## src/rtl/ttl_scan_sequencer_if.sv

```systemverilog
// Scan control and decoder-drive bundle between a controller and ttl_scan_sequencer.
// The sequencer side uses the slave modport; the controller side uses master.
interface ttl_scan_sequencer_if #(
    parameter int unsigned DWELL_W = 8
);
    logic               start;
    logic               stop;
    logic               cont;
    logic [DWELL_W-1:0] dwell;
    logic [2:0]         first;
    logic [2:0]         last;
    logic               A;
    logic               B;
    logic               C;
    logic               G_n;
    logic               busy;
    logic               done;
    logic               wrap;

    modport master (
        output start, stop, cont, dwell, first, last,
        input  A, B, C, G_n, busy, done, wrap
    );

    modport slave (
        input  start, stop, cont, dwell, first, last,
        output A, B, C, G_n, busy, done, wrap
    );
endinterface

```

## src/rtl/ttl_scan_sequencer.sv

```systemverilog
// Drives the select/strobe pins of a 74155 wired as a 3-to-8 decoder, scanning an address
// window with setup and hold guard intervals so the decoder never sees an address change under strobe.
module ttl_scan_sequencer #(
    parameter int unsigned DWELL_W   = 8,
    parameter int unsigned SETUP_CYC = 1,
    parameter int unsigned HOLD_CYC  = 1
) (
    input  logic                   clk,
    input  logic                   rst,
    ttl_scan_sequencer_if.slave    bus
);

    localparam int unsigned CNT_W = (DWELL_W > 4) ? DWELL_W : 4;
    localparam logic [CNT_W-1:0] SETUP_LAST = CNT_W'(SETUP_CYC - 1);
    localparam logic [CNT_W-1:0] HOLD_LAST  = CNT_W'(HOLD_CYC - 1);

    typedef enum logic [1:0] {
        S_IDLE   = 2'd0,
        S_SETUP  = 2'd1,
        S_STROBE = 2'd2,
        S_HOLD   = 2'd3
    } state_t;

    state_t             r_state,     w_state;
    logic [CNT_W-1:0]   r_cnt,       w_cnt;
    logic [2:0]         r_addr,      w_addr;
    logic               r_g_n,       w_g_n;
    logic               r_busy,      w_busy;
    logic               r_done,      w_done;
    logic               r_wrap,      w_wrap;
    logic               r_stop_pend, w_stop_pend;
    logic               r_cont,      w_cont;
    logic [DWELL_W-1:0] r_dwell_m1,  w_dwell_m1;
    logic [2:0]         r_first,     w_first;
    logic [2:0]         r_last,      w_last;
    logic [DWELL_W-1:0] w_dwell_in;
    logic               w_hold_pend;

    assign w_dwell_in = DWELL_W'(bus.dwell);

    // State and output registers
    always_ff @(posedge clk) begin
        if (rst) begin
            r_state     <= S_IDLE;
            r_cnt       <= '0;
            r_addr      <= '0;
            r_g_n       <= 1'b1;
            r_busy      <= 1'b0;
            r_done      <= 1'b0;
            r_wrap      <= 1'b0;
            r_stop_pend <= 1'b0;
            r_cont      <= 1'b0;
            r_dwell_m1  <= '0;
            r_first     <= '0;
            r_last      <= '0;
        end else begin
            r_state     <= w_state;
            r_cnt       <= w_cnt;
            r_addr      <= w_addr;
            r_g_n       <= w_g_n;
            r_busy      <= w_busy;
            r_done      <= w_done;
            r_wrap      <= w_wrap;
            r_stop_pend <= w_stop_pend;
            r_cont      <= w_cont;
            r_dwell_m1  <= w_dwell_m1;
            r_first     <= w_first;
            r_last      <= w_last;
        end
    end

    // Next-state and next-output logic
    always_comb begin
        w_state     = r_state;
        w_cnt       = r_cnt;
        w_addr      = r_addr;
        w_g_n       = r_g_n;
        w_busy      = r_busy;
        w_done      = 1'b0;
        w_wrap      = 1'b0;
        w_stop_pend = r_stop_pend;
        w_cont      = r_cont;
        w_dwell_m1  = r_dwell_m1;
        w_first     = r_first;
        w_last      = r_last;
        w_hold_pend = r_stop_pend | bus.stop;

        case (r_state)
            S_IDLE: begin
                w_g_n  = 1'b1;
                w_busy = 1'b0;
                if (bus.start && !bus.stop) begin
                    w_cont      = bus.cont;
                    w_dwell_m1  = (w_dwell_in == '0) ? '0 : w_dwell_in - DWELL_W'(1);
                    w_first     = bus.first;
                    w_last      = bus.last;
                    w_addr      = bus.first;
                    w_cnt       = '0;
                    w_busy      = 1'b1;
                    w_stop_pend = 1'b0;
                    w_state     = S_SETUP;
                end
            end

            S_SETUP: begin
                if (bus.stop) begin
                    w_stop_pend = 1'b1;
                    w_g_n       = 1'b1;
                    w_cnt       = '0;
                    w_state     = S_HOLD;
                end else if (r_cnt == SETUP_LAST) begin
                    w_g_n   = 1'b0;
                    w_cnt   = '0;
                    w_state = S_STROBE;
                end else begin
                    w_cnt = r_cnt + CNT_W'(1);
                end
            end

            S_STROBE: begin
                if (bus.stop) begin
                    w_stop_pend = 1'b1;
                    w_g_n       = 1'b1;
                    w_cnt       = '0;
                    w_state     = S_HOLD;
                end else if (r_cnt == CNT_W'(r_dwell_m1)) begin
                    w_g_n   = 1'b1;
                    w_cnt   = '0;
                    w_state = S_HOLD;
                end else begin
                    w_cnt = r_cnt + CNT_W'(1);
                end
            end

            S_HOLD: begin
                w_g_n       = 1'b1;
                w_stop_pend = w_hold_pend;
                if (r_cnt == HOLD_LAST) begin
                    w_cnt = '0;
                    // A pending stop outranks both the wrap reload and the window end
                    if (w_hold_pend || (r_addr == r_last && !r_cont)) begin
                        w_busy      = 1'b0;
                        w_done      = 1'b1;
                        w_stop_pend = 1'b0;
                        w_state     = S_IDLE;
                    end else if (r_addr == r_last) begin
                        w_addr  = r_first;
                        w_wrap  = 1'b1;
                        w_state = S_SETUP;
                    end else begin
                        w_addr  = r_addr + 3'd1;
                        w_state = S_SETUP;
                    end
                end else begin
                    w_cnt = r_cnt + CNT_W'(1);
                end
            end

            default: begin
                w_state = S_IDLE;
            end
        endcase
    end

    assign bus.A    = r_addr[0];
    assign bus.B    = r_addr[1];
    assign bus.C    = r_addr[2];
    assign bus.G_n  = r_g_n;
    assign bus.busy = r_busy;
    assign bus.done = r_done;
    assign bus.wrap = r_wrap;

endmodule

```

## src/flat_wrapper.sv

```systemverilog
// flat-port wrapper written by rule: the top's interface ports become plain ports
module ttl_scan_sequencer_flat 
#(
    parameter int unsigned DWELL_W   = 8,
    parameter int unsigned SETUP_CYC = 1,
    parameter int unsigned HOLD_CYC  = 1
)
  (clk, rst, bus_start, bus_stop, bus_cont, bus_dwell, bus_first, bus_last, bus_A, bus_B, bus_C, bus_G_n, bus_busy, bus_done, bus_wrap);
  ttl_scan_sequencer_if #(.DWELL_W(DWELL_W)) bus_i ();
  input  logic clk;
  input  logic rst;
  input wire logic [$bits(bus_i.start)-1:0] bus_start;
  input wire logic [$bits(bus_i.stop)-1:0] bus_stop;
  input wire logic [$bits(bus_i.cont)-1:0] bus_cont;
  input wire logic [$bits(bus_i.dwell)-1:0] bus_dwell;
  input wire logic [$bits(bus_i.first)-1:0] bus_first;
  input wire logic [$bits(bus_i.last)-1:0] bus_last;
  output wire logic [$bits(bus_i.A)-1:0] bus_A;
  output wire logic [$bits(bus_i.B)-1:0] bus_B;
  output wire logic [$bits(bus_i.C)-1:0] bus_C;
  output wire logic [$bits(bus_i.G_n)-1:0] bus_G_n;
  output wire logic [$bits(bus_i.busy)-1:0] bus_busy;
  output wire logic [$bits(bus_i.done)-1:0] bus_done;
  output wire logic [$bits(bus_i.wrap)-1:0] bus_wrap;
  assign bus_i.start = bus_start;
  assign bus_i.stop = bus_stop;
  assign bus_i.cont = bus_cont;
  assign bus_i.dwell = bus_dwell;
  assign bus_i.first = bus_first;
  assign bus_i.last = bus_last;
  assign bus_A = bus_i.A;
  assign bus_B = bus_i.B;
  assign bus_C = bus_i.C;
  assign bus_G_n = bus_i.G_n;
  assign bus_busy = bus_i.busy;
  assign bus_done = bus_i.done;
  assign bus_wrap = bus_i.wrap;
  ttl_scan_sequencer #(.DWELL_W(DWELL_W), .SETUP_CYC(SETUP_CYC), .HOLD_CYC(HOLD_CYC)) u_core (.clk(clk), .rst(rst), .bus(bus_i));
endmodule
```

## config.mk

```make
export PLATFORM = sky130hd
export DESIGN_NAME = ttl_scan_sequencer_flat
export DESIGN_NICKNAME = d
export VERILOG_FILES = /design/src/rtl/ttl_scan_sequencer_if.sv /design/src/rtl/ttl_scan_sequencer.sv /design/src/flat_wrapper.sv
export SDC_FILE = /design/constraint.sdc
export NUM_CORES = 1
export LEC_CHECK = 0
export ABC_AREA = 0
export CAP_MARGIN = 20
export CORE_MARGIN = 2
export CORE_UTILIZATION = 35
export CTS_CLUSTER_DIAMETER = 150
export DETAILED_ROUTE_END_ITERATION = 12
export GPL_ROUTABILITY_DRIVEN = 0
export PLACE_DENSITY = 0.63
export SLEW_MARGIN = 5
export SYNTH_ARGS = -nofsm -noshare
export SYNTH_HDL_FRONTEND = slang
export SYNTH_SLANG_ARGS = --single-unit
```

## constraint.sdc

```tcl
create_clock -name clk -period 1.95 [get_ports clk]
set_clock_uncertainty 0.15 [all_clocks]
set_input_delay 0.4875 -clock clk [delete_from_list [all_inputs] [get_ports clk]]
set_output_delay 0.4875 -clock clk [all_outputs]
set_load 0.01 [all_outputs]
```

==> key figures, run 1 <==
GRT
  • Vias in the first global route: 1799
  • Antenna violations before repair: 0
  • Largest net degree at the start of global routing: 25
  • GR Util All Layers: 16.95%
  • First-pass GRT wire length: 8121 microns
  • Congestion Overflow GR: 0

Finish
  • Post-layout util: 53.28%
  • Commonest non-fill, non-tap cell in the layout: buf_4
  • Fill cell count: 483
  • Share of layout cells above drive strength 1: 23.91%
  • Area of the multi-input gates: 1206 sq um
  • Most frequent cells in the layout: buf_4, nand2_1, dfxtp_1, nor2_1, clkdlybuf4s50_1
  • # nets final: 325
  • Area grow syn2layout: 46.46%
  • FF/Latch Area: 664.4 sq um
  • Antenna diode count: 0

STA
  • Final hold violation count: 0
  • RSZ-0062 raised after global routing: yes
  • Max frequency: 487.4 MHz
  • Worst-Margin Slew: 434.4 ps
  • Final setup vio count: 3
  • Worst Setup Slack, final: -101.7 ps
  • Rel. slew slack: 70.66%
  • Sum Neg Setup Slack: -159.9 ps
  • Slew Viols, Final: 0
  • Period utilization: 105.2%
  • Fin crit period: 2052 ps

Synthesis
  • Compound-Gate Fraction of Synth Area: 19.33%
  • Syn_area_per_cell: 8.043 sq um
  • Ys async rst share: 0%
  • Synthesized area: 1858 sq um
  • Xor and xnor area share after synthesis: 8.956%
  • Post-Synth Adder-Cell Area: 6.734%
  • Netlist cell types: 39
  • Post-synthesis sequential element count: 33
  • Sequential-to-total area share from yosys stat: 35.56%
  • Top_reg_cell synth: dfxtp_1
  • Synth Area in Simple Gates: 22.15%
  • Syn. warnings: 0
  • Post-synth EDFFs: 0
  • Synth Net Count: 260
  • Cells after Synth: 231
  • Combinational family with the most area after synthesis: simple AND/OR/NAND/NOR gates
  • Multiplexer area fraction after synthesis: 2.222%

Worst setup path
  • Reg2Reg Depth: 7
  • Crit Path Max Fanout: 4
  • Arr. time, crit path: 2120 ps
  • RR Endpoint: u_core.r_state[0]
  • Worst endpoint required time: 2020 ps
  • Startpoint types: flop
  • R2r startpoint: u_core.r_cnt[1]
  • R2R Setup Slk: -100 ps
  • Crit. End Element: flop
  • Critical path class: flop to flop

Place
  • DP HPWL: 3492 microns
  • Port bufs: 25

Clock tree
  • H-tree levels: 2
  • Clock Tree Buf Depth: 2
  • CTS tree: built
  • Clock-pin slew on the worst setup and hold paths: 70 ps
  • Clock root buffer: clkbuf_8
  • Post-CTS Hold Fix Bufs: 0
  • Num CTS Buffers: 5
  • CTS Sinks: 33
  • Insertion delay to the later sink of the worst-skew pair: 280 ps

Pwr
  • Pwr per Cell Area: 888.2 nW/um^2
  • Static Leak: 1.200 nW
  • Worst-case vdd ir drop: 0.5271 mV

Min path
  • Hold EP: u_core.r_first[2]
  • Hold path start: u_core.r_first[2]
  • Hold path cells: 2
  • Hold/Removal Path Class: flop to flop

Floorplan
  • Die H: 76.86 microns
  • Starting Density: 36.38%
  • Core area: 5107 sq um
  • Die area: 5907 sq um
  • FP Rows: 26
  • IO Pins: 26
  • DIE WIDTH: 76.86 microns

Outcome
  • Status: finished, violations left
  • Violated checks: setup timing

Job
  • MaxCap Viol Count: 0

Route
  • Wirelength per Cell: 12.84 microns
  • DR pass1 iterations: 4
  • Total Wirelength: 4713 microns
  • Total number of vias: 1822
  • Vias per Instance: 4.965
  • Initial detailed-routing violation count: 79
  • Post-route ant nets: 0
  • Drc violations: 0
worst max-delay path, cell delays in order, from the launching register on:
cell and delay (ps):
dfxtp_2 320, inv_2 70, ha_4 130, or4b_4 510, a2bb2oi_4 180, a21o_1 170, or3_4 330, a21oi_2 130
sequential cells by signal, summed over array words and instances, names as in the netlist:
signal	count
u_core.bus.G_n	1
u_core.r_state	2
u_core.r_dwell_m1	8
u_core.r_cont	1
u_core.r_last	3
u_core.r_stop_pend	1
u_core.r_cnt	8
u_core.bus.wrap	1
u_core.r_addr	3
u_core.bus.done	1
u_core.bus.busy	1
u_core.r_first	3
cells in the mapped netlist (all sizes together), types with 2 or more instances:
cell | count | area [sq um]
nor2 | 27 | 103.9
o41ai | 2 | 17.52
xnor2 | 3 | 26.28
ha | 10 | 125.1
nor4 | 6 | 37.54
inv | 16 | 60.06
nand2 | 32 | 120.1
xor2 | 16 | 140.1
o21ai | 6 | 30.03
o211ai | 2 | 15.01
o221ai | 4 | 35.03
mux2i | 3 | 30.03
a21oi | 17 | 85.08
dfxtp | 33 | 660.6
nand2b | 5 | 31.28
and2 | 3 | 18.77
a211o | 3 | 26.28
clkbuf | 8 | 30.03
nor3 | 6 | 30.03
nand3 | 2 | 10.01
or3 | 3 | 18.77
a22oi | 8 | 60.06
or2 | 2 | 12.51
cells by family (layout without fill, tap and decap cells):
kind of cell	count (synthesis)	in the layout
AND/OR/NAND/NOR	89	89
AO/OA/AOI/OAI	51	51
flip-flops	33	33
XOR/XNOR	19	19
multiplexers	4	4
adder cells (fa/ha/maj)	10	10
buffers and inverters	25	91
cell type report:
type                       count  area share (%)
multi-input combinational    173           44.32
timing repair buffer          67           21.56
tap                           70           3.218
clock inverter                 1           1.103
clock buffer                   7           3.172
inverter                      16           2.207
sequential                    33           24.41
layer usage:
metal	part of all wire [%]	track usage [%]	vias to the layer above
met3	3.6	3.882	4
met1	44	20.60	854
met2	52	30.00	36
met4	0.62	4.364	0
li1	-	-	928
met5	0	0	-
repair_timing:
item	4_1_cts	5_1_grt
setup endpoints to repair	7	12
pin swaps	4	4
gates resized for setup	5	15
setup buffers	2	0
per-stage QoR:
| stage | hold slack (ps) | total power [mW] | std cells | instance area (sq um) | setup slack, ps |
|---|---|---|---|---|---|
| after floorplan | 283.8 | 1.337 | 231 | 1872 | -43.19 |
| after global placement | 295.2 | 1.680 | 357 | 2489 | -244.2 |
| after detailed placement | 296.1 | 1.688 | 357 | 2489 | -273.9 |
| after CTS | 305.1 | 2.365 | 367 | 2645 | -38.42 |
| after global routing | 319.1 | 2.585 | 367 | 2721 | -162.9 |
| final | 305.2 | 2.417 | 367 | 2721 | -101.7 |
where the power goes:
group | internal [mW] | switching (mW)
clock network | 0.417 | 0.251
logic | 0.446 | 0.490
registers | 0.752 | 0.0616
total | 1.61 | 0.803
worst max path at each step:
stage | slack (ps) | to | from | cells after the start
floorplan | -40 | u_core.r_state[0] | u_core.r_cnt[0] | 7
global placement | -240 | u_core.r_addr[2] | bus_stop | 6
detailed placement | -270 | u_core.r_addr[0] | bus_stop | 6
CTS | -40 | u_core.r_state[0] | u_core.r_cnt[1] | 7
global route | -160 | u_core.r_state[0] | u_core.r_cnt[1] | 8
finish | -100 | u_core.r_state[0] | u_core.r_cnt[1] | 7
(Power assumes the default switching activity.)
==> run 2: changes to the inputs <==
--- a/config.mk
+++ b/config.mk
@@ -5,9 +5,8 @@
 export SDC_FILE = /design/constraint.sdc
 export NUM_CORES = 1
 export LEC_CHECK = 0
-export ABC_AREA = 0
+export ABC_AREA = 1
 export CAP_MARGIN = 20
-export CORE_MARGIN = 2
 export CORE_UTILIZATION = 35
 export CTS_CLUSTER_DIAMETER = 150
 export DETAILED_ROUTE_END_ITERATION = 12
==> run 2 against run 1 <==
  * The run now ends clean
  * Via count rose by 6.8%
  * Register-to-register slack improved by 240 ps
  * Flip-flop and latch count did not move
  * Final area fell by 4.3%
  * Non-clock buffer count fell by 21
  * Wire length fell by 3.2%
  * Total power rose by 14%
  * Sequential share of layout area rose by 1.0 points
  * Utilization fell by 6.9 points
  * Critical path type is now flop to output pin
  * Critical endpoint is now bus_B
  * Largest cell class unchanged
==> key figures, run 2 <==
Synthesis
  • Post-Synth Adder-Cell Area: 6.031% (was 6.734%)
  • Commonest cells in the netlist: nand2_1, nor2_1, dfxtp_1 (was dfxtp_1, nand2_1, nor2_1)
  • Synth Net Count: 334 (was 260)
  • Sequential-to-total area share from yosys stat: 31.85% (was 35.56%)
  • Top-area cell type share of the netlist area: 31.85% (was 35.56%)
  • Combinational family with the most area after synthesis: simple AND/OR/NAND/NOR gates (unchanged)
  • Area leader, netlist: dfxtp_1 (unchanged)
  • Compound-Gate Fraction of Synth Area: 10.19% (was 19.33%)
  • Syn_area_per_cell: 6.802 sq um (was 8.043 sq um)
  • Post-synth EDFFs: 0 (unchanged)
  • Syn. warnings: 0 (unchanged)
  • Xor and xnor area share after synthesis: 5.911% (was 8.956%)
  • Post-synthesis sequential element count: 33 (unchanged)
  • Netlist cell types: 32 (was 39)
  • Synthesized area: 2074 sq um (was 1858 sq um)
  • Most frequent cell after synthesis: nand2_1 (was dfxtp_1)
  • Synth Area in Simple Gates: 36.25% (was 22.15%)
  • Multiplexer area fraction after synthesis: 0% (was 2.222%)
  • Ranking of synthesized cells by area: dfxtp_1, nand2_1, nor2_1 (was dfxtp_1, xor2_1, ha_1)
  • Ys async rst share: 0% (unchanged)
  • Cells after Synth: 305 (was 231)
  • Top_reg_cell synth: dfxtp_1 (unchanged)

Floorplan
  • FP Rows: 27 (was 26)
  • Die H: 78.99 microns (was 76.86 microns)
  • Die area: 6239 sq um (was 5907 sq um)
  • DIE WIDTH: 78.99 microns (was 76.86 microns)
  • Core area: 5608 sq um (was 5107 sq um)
  • Starting Density: 36.99% (was 36.38%)
  • IO Pins: 26 (unchanged)

Route
  • Initial detailed-routing violation count: 68 (was 79)
  • Drc violations: 0 (unchanged)
  • Total number of vias: 1946 (was 1822)
  • Vias per Instance: 4.611 (was 4.965)
  • DR pass1 iterations: 4 (unchanged)
  • Post-route ant nets: 0 (unchanged)
  • Total Wirelength: 4563 microns (was 4713 microns)
  • Wirelength per Cell: 10.81 microns (was 12.84 microns)

Finish
  • Fill cell count: 597 (was 483)
  • FF/Latch Area: 661.9 sq um (was 664.4 sq um)
  • Top flop regs: u_core.r_cnt x8, u_core.r_dwell_m1 x8 (unchanged)
  • # nets final: 379 (was 325)
  • Commonest non-fill, non-tap cell in the layout: nand2_1 (was buf_4)
  • Share of layout cells above drive strength 1: 16.00% (was 23.91%)
  • Antenna diode count: 0 (unchanged)
  • Most frequent cells in the layout: nand2_1, nor2_1, dfxtp_1, inv_1, clkdlybuf4s50_1 (was buf_4, nand2_1, dfxtp_1, nor2_1, clkdlybuf4s50_1)
  • Fin area: 2604 sq um (was 2721 sq um)
  • Area grow syn2layout: 25.51% (was 46.46%)
  • Area of the multi-input gates: 1216 sq um (was 1206 sq um)

STA
  • RSZ-0062 raised after global routing: no (was yes)
  • Worst-Margin Slew: 339.7 ps (was 434.4 ps)
  • Final hold violation count: 0 (unchanged)
  • Slew Viols, Final: 0 (unchanged)
  • Final setup vio count: 0 (was 3)
  • Period utilization: 96.58% (was 105.2%)
  • Fin Hold WS: 310.4 ps (was 305.2 ps)
  • Fin crit period: 1883 ps (was 2052 ps)
  • Rel. slew slack: 77.32% (was 70.66%)
  • Max frequency: 531.0 MHz (was 487.4 MHz)

Min path
  • Hold path start: u_core.r_first[2] (unchanged)
  • Hold/Removal Path Class: flop to flop (unchanged)

Clock tree
  • Clock-pin slew on the worst setup and hold paths: 70 ps (about the same)
  • CTS Sinks: 33 (unchanged)
  • H-tree levels: 2 (unchanged)
  • Insertion delay to the later sink of the worst-skew pair: 280 ps (about the same)
  • Num CTS Buffers: 5 (unchanged)
  • Clock Tree Buf Depth: 2 (unchanged)
  • Clock root buffer: clkbuf_8 (unchanged)
  • CTS tree: built (unchanged)
  • Postcts setup bufs: 0 (was 2)

Worst setup path
  • Crit Path Max Fanout: 4 (unchanged)
  • Critical Path Max Stage Delay: 570 ps (was 510 ps)
  • Critical path class: flop to output pin (was flop to flop)
  • Worst endpoint required time: 1310 ps (was 2020 ps)
  • Startpoint types: flop (unchanged)
  • Worst-path cell chain: clkdlybuf4s50_1 (was inv_2 -> ha_4 -> or4b_4 -> a2bb2oi_4 -> a21o_1 -> or3_4 -> a21oi_2)
  • Arr. time, crit path: 1250 ps (was 2120 ps)
  • Worst path top cell family by delay: buffers and inverters (was simple AND/OR/NAND/NOR gates)
  • Buf/Inv on CP: 1 (unchanged)
  • Crit. Startpoint: u_core.r_addr[1] (was u_core.r_cnt[1])
  • Slowest-stage cell, CP: clkdlybuf4s50_1 (was or4b_4)
  • Crit. End Element: output pin (was flop)
  • R2r startpoint: u_core.r_state[0] (was u_core.r_cnt[1])

Pwr
  • Worst-case vdd ir drop: 0.5473 mV (was 0.5271 mV)
  • Static Leak: 1.164 nW (was 1.200 nW)
  • Total power: 2.752 mW (was 2.417 mW)
  • Pwr per Cell Area: 1057 nW/um^2 (was 888.2 nW/um^2)

Place
  • Placed Area: 2511 sq um (was 2489 sq um)
  • Port bufs: 25 (unchanged)
  • DP HPWL: 3488 microns (was 3492 microns)

Outcome
  • Status: completed (was finished, violations left)

GRT
  • Antenna violations before repair: 0 (unchanged)
  • GR Util All Layers: 15.97% (was 16.95%)
  • Largest net degree at the start of global routing: 19 (was 25)
  • Congestion Overflow GR: 0 (unchanged)
  • First-pass GRT wire length: 7707 microns (was 8121 microns)
  • Vias in the first global route: 1735 (was 1799)

Job
  • MaxCap Viol Count: 0 (unchanged)
-- run 2: through the flow --
step                      cells  utilization [%]  worst slack (ps)  setup TNS (ps)
after detailed placement    415            44.78            -256.7           -1371
final                       422            46.43             66.64               0
after global routing        422            46.43             1.308               0
after global placement      415            44.78            -156.5          -607.9
after CTS                   422            46.32             22.58               0
after floorplan             305                -             267.7               0
-- run 2: final timing paths --
check / endpoint / slack [ps] / cells after the start
hold reg to reg: u_core.r_first[2] / 310 / 2
setup reg to reg: u_core.r_dwell_m1[1] / 140 / 10
hold / removal: u_core.r_first[2] / 310 / 2
setup / recovery: bus_B / 70 / 1
-- run 2: layout make-up --
| class | count | area share, % |
|---|---|---|
| inverters | 37 | 5.430 |
| multi-input cells | 227 | 46.71 |
| repair buffers | 46 | 15.67 |
| well taps | 72 | 3.460 |
| flip-flops and latches | 33 | 25.42 |
| clock buffers | 7 | 3.316 |
-- run 2: cells by family after synthesis --
kind of cell,Yosys count
xor+xnor,14
flops,33
compound gates,38
fa+ha+maj,10
simple gates,165
buf+inv,45
-- run 2: what timing repair did --
action / CTS / global route
hold buffers: 0 / 0
endpoints found under the setup margin: 0 / 3
gates resized for setup: 0 / 2
-- run 2: metal layers --
metal  wire length, microns  track usage (%)  vias up
met5                      0                0        -
li1                       -                -     1044
met3                    132            3.218        7
met2                   2124            26.81       30
met4                     78            6.000        0
met1                   2228            20.03      865
-- run 2: power by group --
part	switching, mW	internal [mW]	total (mW)
sequential	0.0899	0.793	0.883
combinational	0.769	0.576	1.34
clock	0.244	0.280	0.524
total	1.10	1.65	2.75
==> run 3: changes to the inputs <==
--- a/config.mk
+++ b/config.mk
@@ -16,3 +16,4 @@
 export SYNTH_ARGS = -nofsm -noshare
 export SYNTH_HDL_FRONTEND = slang
 export SYNTH_SLANG_ARGS = --single-unit
+export TNS_END_PERCENT = 10
==> results of run 3 <==
Final layout, timing and power as in run 2 (identical DEF).
